<file path="config.mk">
export PLATFORM = sky130hd
export DESIGN_NAME = neuron_learn_seq
export DESIGN_NICKNAME = d
export VERILOG_FILES = /design/src/rtl/neuron_learn_seq.sv
export SDC_FILE = /design/constraint.sdc
export NUM_CORES = 2
export LEC_CHECK = 0
export ABC_CLOCK_PERIOD_IN_PS = 9900
export CELL_PAD_IN_SITES_DETAIL_PLACEMENT = 2
export CELL_PAD_IN_SITES_GLOBAL_PLACEMENT = 2
export CORE_MARGIN = 2
export CORE_UTILIZATION = 38
export CTS_CLUSTER_SIZE = 8
export DETAILED_ROUTE_END_ITERATION = 12
export DONT_BUFFER_PORTS = 1
export PLACE_DENSITY = 0.73
export SLEW_MARGIN = 15
export SYNTH_ARGS = -nofsm -noshare
export SYNTH_HDL_FRONTEND = slang
export SYNTH_SLANG_ARGS = --single-unit
</file>
<file path="constraint.sdc">
create_clock -name clk -period 9.9 [get_ports clk]
set_input_delay 1.98 -clock clk [delete_from_list [all_inputs] [get_ports clk]]
set_output_delay 1.98 -clock clk [all_outputs]
set_load 0.01 [all_outputs]
</file>
<file path="src/rtl/neuron_learn_seq.sv">
// Sequential learn-neuron: one time-multiplexed MAC, hard-sigmoid output, in-place delta-rule update.
// Optional NEURON_WEIGHT_LOAD_EN adds a direct weight/bias load port usable while idle.
module neuron_learn_seq #(
  parameter int N        = 16,
  parameter int IN_W     = 8,
  parameter int WT_W     = 16,
  parameter int WT_FRAC  = 12,
  parameter int LR_SHIFT = 4
) (
  input  logic                 clk,
  input  logic                 rst,
  input  logic                 in_valid,
  output logic                 in_ready,
  input  logic                 learn,
  input  logic [N*IN_W-1:0]    in_vec,
  input  logic [IN_W-1:0]      expected_out,
  output logic                 out_valid,
  input  logic                 out_ready,
  output logic [IN_W-1:0]      out,
  output logic [N*WT_W-1:0]    weights,
  output logic [WT_W-1:0]      bias,
  output logic                 exp_valid,
  output logic [N*IN_W-1:0]    expected_in
`ifdef NEURON_WEIGHT_LOAD_EN
  ,
  input  logic                 wt_load,
  input  logic [$clog2(N+1)-1:0] wt_idx,
  input  logic [WT_W-1:0]      wt_data
`endif
);

  localparam int CNT_W  = $clog2(N+1);
  localparam int IDX_W  = (N > 1) ? $clog2(N) : 1;
  localparam int ACC_W  = IN_W + WT_W + $clog2(N) + 2;
  localparam int PRD_W  = IN_W + 1 + WT_W;
  localparam int EP_W   = (IN_W + 1) + (IN_W + 2);
  localparam int SUM_W  = ((EP_W > WT_W) ? EP_W : WT_W) + 2;
  localparam int EW_W   = IN_W + 1 + WT_W;
  localparam int XS_W   = EW_W + 2;
  localparam int UPD_SH = 2*IN_W - WT_FRAC + LR_SHIFT;
  localparam int EXP_SH = WT_FRAC + LR_SHIFT;
  localparam int HALF   = 1 << (IN_W - 1);
  localparam logic [CNT_W-1:0] LAST_I = CNT_W'(N - 1);
  localparam logic [CNT_W-1:0] LAST_U = CNT_W'(N);

  typedef enum logic [2:0] {IDLE, ACC, ACT, OUT, UPD} state_t;

  state_t                  state, state_next;
  logic [CNT_W-1:0]        cnt;
  logic [IDX_W-1:0]        idx;
  logic [IN_W-1:0]         x_reg  [N];
  logic signed [WT_W-1:0]  w_reg  [N];
  logic [IN_W-1:0]         shadow [N];
  logic signed [WT_W-1:0]  b_reg;
  logic [IN_W-1:0]         target;
  logic                    learn_reg;
  logic signed [ACC_W-1:0] acc;
  logic signed [IN_W:0]    err;
  logic                    load_busy;

  logic [IN_W-1:0]         x_sel;
  logic signed [WT_W-1:0]  w_sel;
  logic signed [PRD_W-1:0] prod;
  logic signed [ACC_W-1:0] acc_sh, s_val;
  logic [IN_W-1:0]         out_next;
  logic signed [IN_W:0]    err_next;
  logic                    bias_step;
  logic [IN_W:0]           upd_in;
  logic signed [WT_W-1:0]  upd_w;
  logic signed [EP_W-1:0]  ep, delta;
  logic signed [WT_W-1:0]  new_w;
  logic signed [EW_W-1:0]  ew, ew_sh;
  logic signed [XS_W-1:0]  xs;
  logic [IN_W-1:0]         xi_next;

  function automatic logic signed [WT_W-1:0] sat_w(input logic signed [SUM_W-1:0] v);
    if ((&v[SUM_W-1:WT_W-1]) || (~|v[SUM_W-1:WT_W-1]))
      return v[WT_W-1:0];
    else if (v[SUM_W-1])
      return {1'b1, {(WT_W-1){1'b0}}};
    else
      return {1'b0, {(WT_W-1){1'b1}}};
  endfunction

  function automatic logic [IN_W-1:0] clamp_x(input logic signed [XS_W-1:0] v);
    if (v[XS_W-1])
      return '0;
    else if (|v[XS_W-2:IN_W])
      return '1;
    else
      return v[IN_W-1:0];
  endfunction

`ifdef NEURON_WEIGHT_LOAD_EN
  assign load_busy = wt_load;
`else
  assign load_busy = 1'b0;
`endif

  assign idx = cnt[IDX_W-1:0];

  always_comb begin
    for (int k = 0; k < N; k++) weights[k*WT_W +: WT_W] = w_reg[k];
  end
  assign bias = b_reg;

  always_ff @(posedge clk) begin
    if (rst) state <= IDLE;
    else     state <= state_next;
  end

  always_comb begin
    state_next = state;
    in_ready   = 1'b0;
    out_valid  = 1'b0;
    case (state)
      IDLE: begin
        in_ready = !load_busy;
        if (in_valid && !load_busy) state_next = ACC;
      end
      ACC:  if (cnt == LAST_I) state_next = ACT;
      ACT:  state_next = OUT;
      OUT: begin
        out_valid = 1'b1;
        if (out_ready) state_next = learn_reg ? UPD : IDLE;
      end
      UPD:  if (cnt == LAST_U) state_next = IDLE;
      default: state_next = IDLE;
    endcase
  end

  // Shared element path: MAC product while accumulating; delta and back-propagated target while updating.
  always_comb begin
    x_sel     = x_reg[idx];
    w_sel     = w_reg[idx];
    prod      = PRD_W'($signed({1'b0, x_sel})) * PRD_W'(w_sel);
    acc_sh    = acc >>> WT_FRAC;
    s_val     = acc_sh + ACC_W'(HALF);
    if (s_val[ACC_W-1])
      out_next = '0;
    else if (|s_val[ACC_W-2:IN_W])
      out_next = '1;
    else
      out_next = s_val[IN_W-1:0];
    err_next  = $signed({1'b0, target}) - $signed({1'b0, out_next});
    bias_step = (cnt == LAST_U);
    upd_in    = bias_step ? {1'b1, {IN_W{1'b0}}} : {1'b0, x_sel};
    upd_w     = bias_step ? b_reg : w_sel;
    ep        = EP_W'(err) * EP_W'($signed({1'b0, upd_in}));
    delta     = ep >>> UPD_SH;
    new_w     = sat_w(SUM_W'(upd_w) + SUM_W'(sat_w(SUM_W'(delta))));
    ew        = EW_W'(err) * EW_W'(w_sel);
    ew_sh     = ew >>> EXP_SH;
    xs        = XS_W'($signed({1'b0, x_sel})) + XS_W'(ew_sh);
    xi_next   = clamp_x(xs);
  end

  always_ff @(posedge clk) begin
    if (rst) begin
      cnt         <= '0;
      acc         <= '0;
      err         <= '0;
      out         <= '0;
      b_reg       <= '0;
      target      <= '0;
      learn_reg   <= 1'b0;
      exp_valid   <= 1'b0;
      expected_in <= '0;
      for (int k = 0; k < N; k++) begin
        x_reg[k]  <= '0;
        w_reg[k]  <= '0;
        shadow[k] <= '0;
      end
    end else begin
      exp_valid <= 1'b0;
      case (state)
        IDLE: begin
          cnt <= '0;
          if (in_valid && in_ready) begin
            for (int k = 0; k < N; k++) x_reg[k] <= in_vec[k*IN_W +: IN_W];
            target    <= expected_out;
            learn_reg <= learn;
            acc       <= ACC_W'(b_reg) <<< IN_W;
          end
`ifdef NEURON_WEIGHT_LOAD_EN
          else if (wt_load && (wt_idx <= LAST_U)) begin
            if (wt_idx == LAST_U) b_reg <= wt_data;
            else                  w_reg[wt_idx[IDX_W-1:0]] <= wt_data;
          end
`endif
        end
        ACC: begin
          acc <= acc + ACC_W'(prod);
          cnt <= (cnt == LAST_I) ? '0 : cnt + CNT_W'(1);
        end
        ACT: begin
          out <= out_next;
          err <= err_next;
        end
        OUT: cnt <= '0;
        // The last weight step publishes the shadow so exp_valid lines up with the bias step.
        UPD: begin
          cnt <= cnt + CNT_W'(1);
          if (bias_step) begin
            b_reg <= new_w;
          end else begin
            w_reg[idx]  <= new_w;
            shadow[idx] <= xi_next;
            if (cnt == LAST_I) begin
              exp_valid <= 1'b1;
              for (int k = 0; k < N; k++)
                expected_in[k*IN_W +: IN_W] <= (k == N - 1) ? xi_next : shadow[k];
            end
          end
        end
        default: ;
      endcase
    end
  end

endmodule

</file>
==> metrics.txt <==
Net Sw Power=2.84 mW; GRT Total Usage=0.294; Crit-path slowest cell=fa_1; top fanout value on the critical path=25; status=completed; Main synth FF type=edfxtp_1; Iteration-0 DRC Markers=2466; core area=0.113 mm2; TritonRoute pass-1 iters=5; pwr/cell area=about 180 mW/mm2; CTS tree=yes; most frequent cells in the layout=nand2_1, edfxtp_1, nor2_1; Layout Nets=4633; Comb pwr share=0.232; final hold violations=0; Syn. warnings=0; EDFF count, synth=504; H-tree levels=3; Internal Power=6.10 mW; area delta synth->final=13.4%; Chip Width=around 340 um; Yosys reg bits=slightly above 700; Final Max Slew Viols=0; sequential element share of the synthesized area=0.449; Peak VDD IR=roughly 0.16 mV; Die Span Y=between 300 and 400 um; most used cell, CP=fa_1; slew of the pin with the lowest slew margin=around 1.1 ns; die footprint=0.116 mm2; most common cell after layout, fill and taps aside=nand2_1; Tcrit/Tclk final=0.970; Placer Congestion=just under 0.9; Mean Syn Cell Area=10.8 um2; Antenna Violating Nets Remaining=0; Hold Crit Class=reg2reg; f_max=104 MHz; synthesized cell area=0.0432 mm2; Slew headroom=0.232; M3 GR Usage=0.0709; hpwl dp=124000 um; cell count after synthesis=about 4000; clock share of power=0.375; crit path time final=around 9.6 ns; layout cells sized above 1=0.117; vias=about 32000; DR WL/cell=31.1 um; number of global-route vias before repair=~36000; Setup crit start kind=register; met2 GRT Util=0.501; latest clock arrival within the worst-skew pair=0.71 ns; final setup violation count=0; initial antenna violation count=9; sw frac=0.318; first-pass GRT wire length=between 200000 and 300000 um; gr busiest metal=met2; Req. time, crit path=between 10 and 15 ns; WS Path Type=reg2reg; row count=roughly 120; Clock Sinks=slightly above 700; max reg flops=approximately 260; Area after DPL=0.0457 mm2; Flop pwr share=0.392; Final Cell Area=about 0.049 mm2; post-synthesis cell type count=between 70 and 80; Net Count, Synth=4629; IO buf count=0; Arr. time, crit path=~10 ns; crit-path max cell delay=between 0.6 and 0.7 ns; largest net degree at the start of global routing=approximately 250; TritonCTS buffer count=a little over 100; maxcap violations=0; Post-Route WL=174000 um; P_leak=20.1 nW; Clock Path Buffers=3; IO Count=552; vias per cell=approximately 5.8; Initial Util=0.384; crit end category=register; Worst-path clk slew=0.06 ns; Setup Skew=0.0450 ns; Power Total=about 8.9 mW; clock root cell=clkbuf_16; total gr overflow=0; asr flop ratio synth=0; DRC=0; met1 Usage GRT=0.355; hold buffers post-CTS=0
## timing repair
action,4_1_cts,5_1_grt
pin swaps,2,4
buffers inserted,2,7
cloned,1,1
resized for setup,7,23
endpoints found under the setup margin,167,383
## worst max-delay path: cells and delay by family, from the launching register on
family | cells | cell delay [ns]
XOR/XNOR | 1 | 0.12
AO/OA/AOI/OAI | 9 | 1.96
buffers and inverters | 8 | 1.55
AND/OR/NAND/NOR | 6 | 1.22
multiplexers | 2 | 1.15
flip-flops | 1 | 0.40
adder cells (fa/ha/maj) | 7 | 2.83
## kinds of logic (layout without fill, tap and decap cells)
logic type | Yosys count | after routing | share of synthesized area
AOI/OAI and AO/OA | 449 | 449 | 0.0625
xor gates and xnor gates | 73 | 73 | 0.0148
adders and majority gates | 500 | 500 | 0.197
buffers and inverters | 580 | 659 | 0.0515
DFF | 717 | 717 | 0.449
muxes | 134 | 134 | 0.0636
other | 0 | 9 | 0
and+or+nand+nor | 1536 | 1536 | 0.162
## cell type report
class	count	area [um2]
Timing Repair Buffer	157	1620
Antenna cell	9	22.5
Fill cell	11500	63600
Sequential cell	717	19400
Multi-Input combinational cell	2692	21900
Clock inverter	11	139
Clock buffer	167	2830
Tap cell	1500	1880
Inverter	324	1220
## power by group through the flow
stage / combinational, mW / sequential (mW) / clock, mW
after global routing: 2.32 / 3.51 / 3.50
after detailed placement: 2.04 / 3.56 / 0
after CTS: 2.08 / 3.50 / 3.38
after global placement: 1.98 / 3.55 / 0
final: 2.08 / 3.50 / 3.35
after floorplan: 1.42 / 3.49 / 0
## metrics by stage
| stage | setup slack [ns] | std cells | TNS (ns) | hold slack, ns | util |
|---|---|---|---|---|---|
| 2_1_floorplan | 0.0459 | 3989 | 0 | 0.436 | - |
| 3_3_place_gp | 0.0727 | 5378 | 0 | 0.451 | 0.406 |
| 3_5_place_dp | -0.183 | 5378 | -3.10 | 0.462 | 0.406 |
| 4_1_cts | 0.00661 | 5559 | 0 | 0.475 | 0.433 |
| 5_1_grt | -0.0326 | 5575 | -0.174 | 0.489 | 0.435 |
| 6_report | 0.301 | 5577 | 0 | 0.466 | 0.435 |
## metal layers
metal	vias to the layer above	share of wire	wire (um)
li1	13500	-	-
met4	0	0.050	8670
met3	357	0.075	13000
met5	-	0	0
met1	17200	0.38	66500
met2	1268	0.49	85400
## Yosys cell counts (51+ instances only)
cell / instances / area, um2
dfxtp_1: 213 / 4260
fa_1: 300 / 6010
edfxtp_1: 504 / 15100
nor2b_1: 117 / 732
and2_1: 125 / 782
xnor2_1: 51 / 447
nor2_1: 391 / 1470
and3_1: 88 / 551
nand2_1: 561 / 2110
clkbuf_1: 221 / 830
a21oi_1: 225 / 1130
o21ai_0: 60 / 300
ha_1: 199 / 2490
inv_1: 323 / 1210
mux4_2: 111 / 2500
nor3_1: 157 / 786
## final timing paths
path	start	to	slack, ns	cells past startpoint
min	target[0]	target[0]	0.47	2
min reg2reg	target[0]	target[0]	0.47	2
max reg2reg	register	w_reg[9][12]	0.30	33
max	register	w_reg[9][12]	0.30	33
Power figures use the tool's default switching activity.
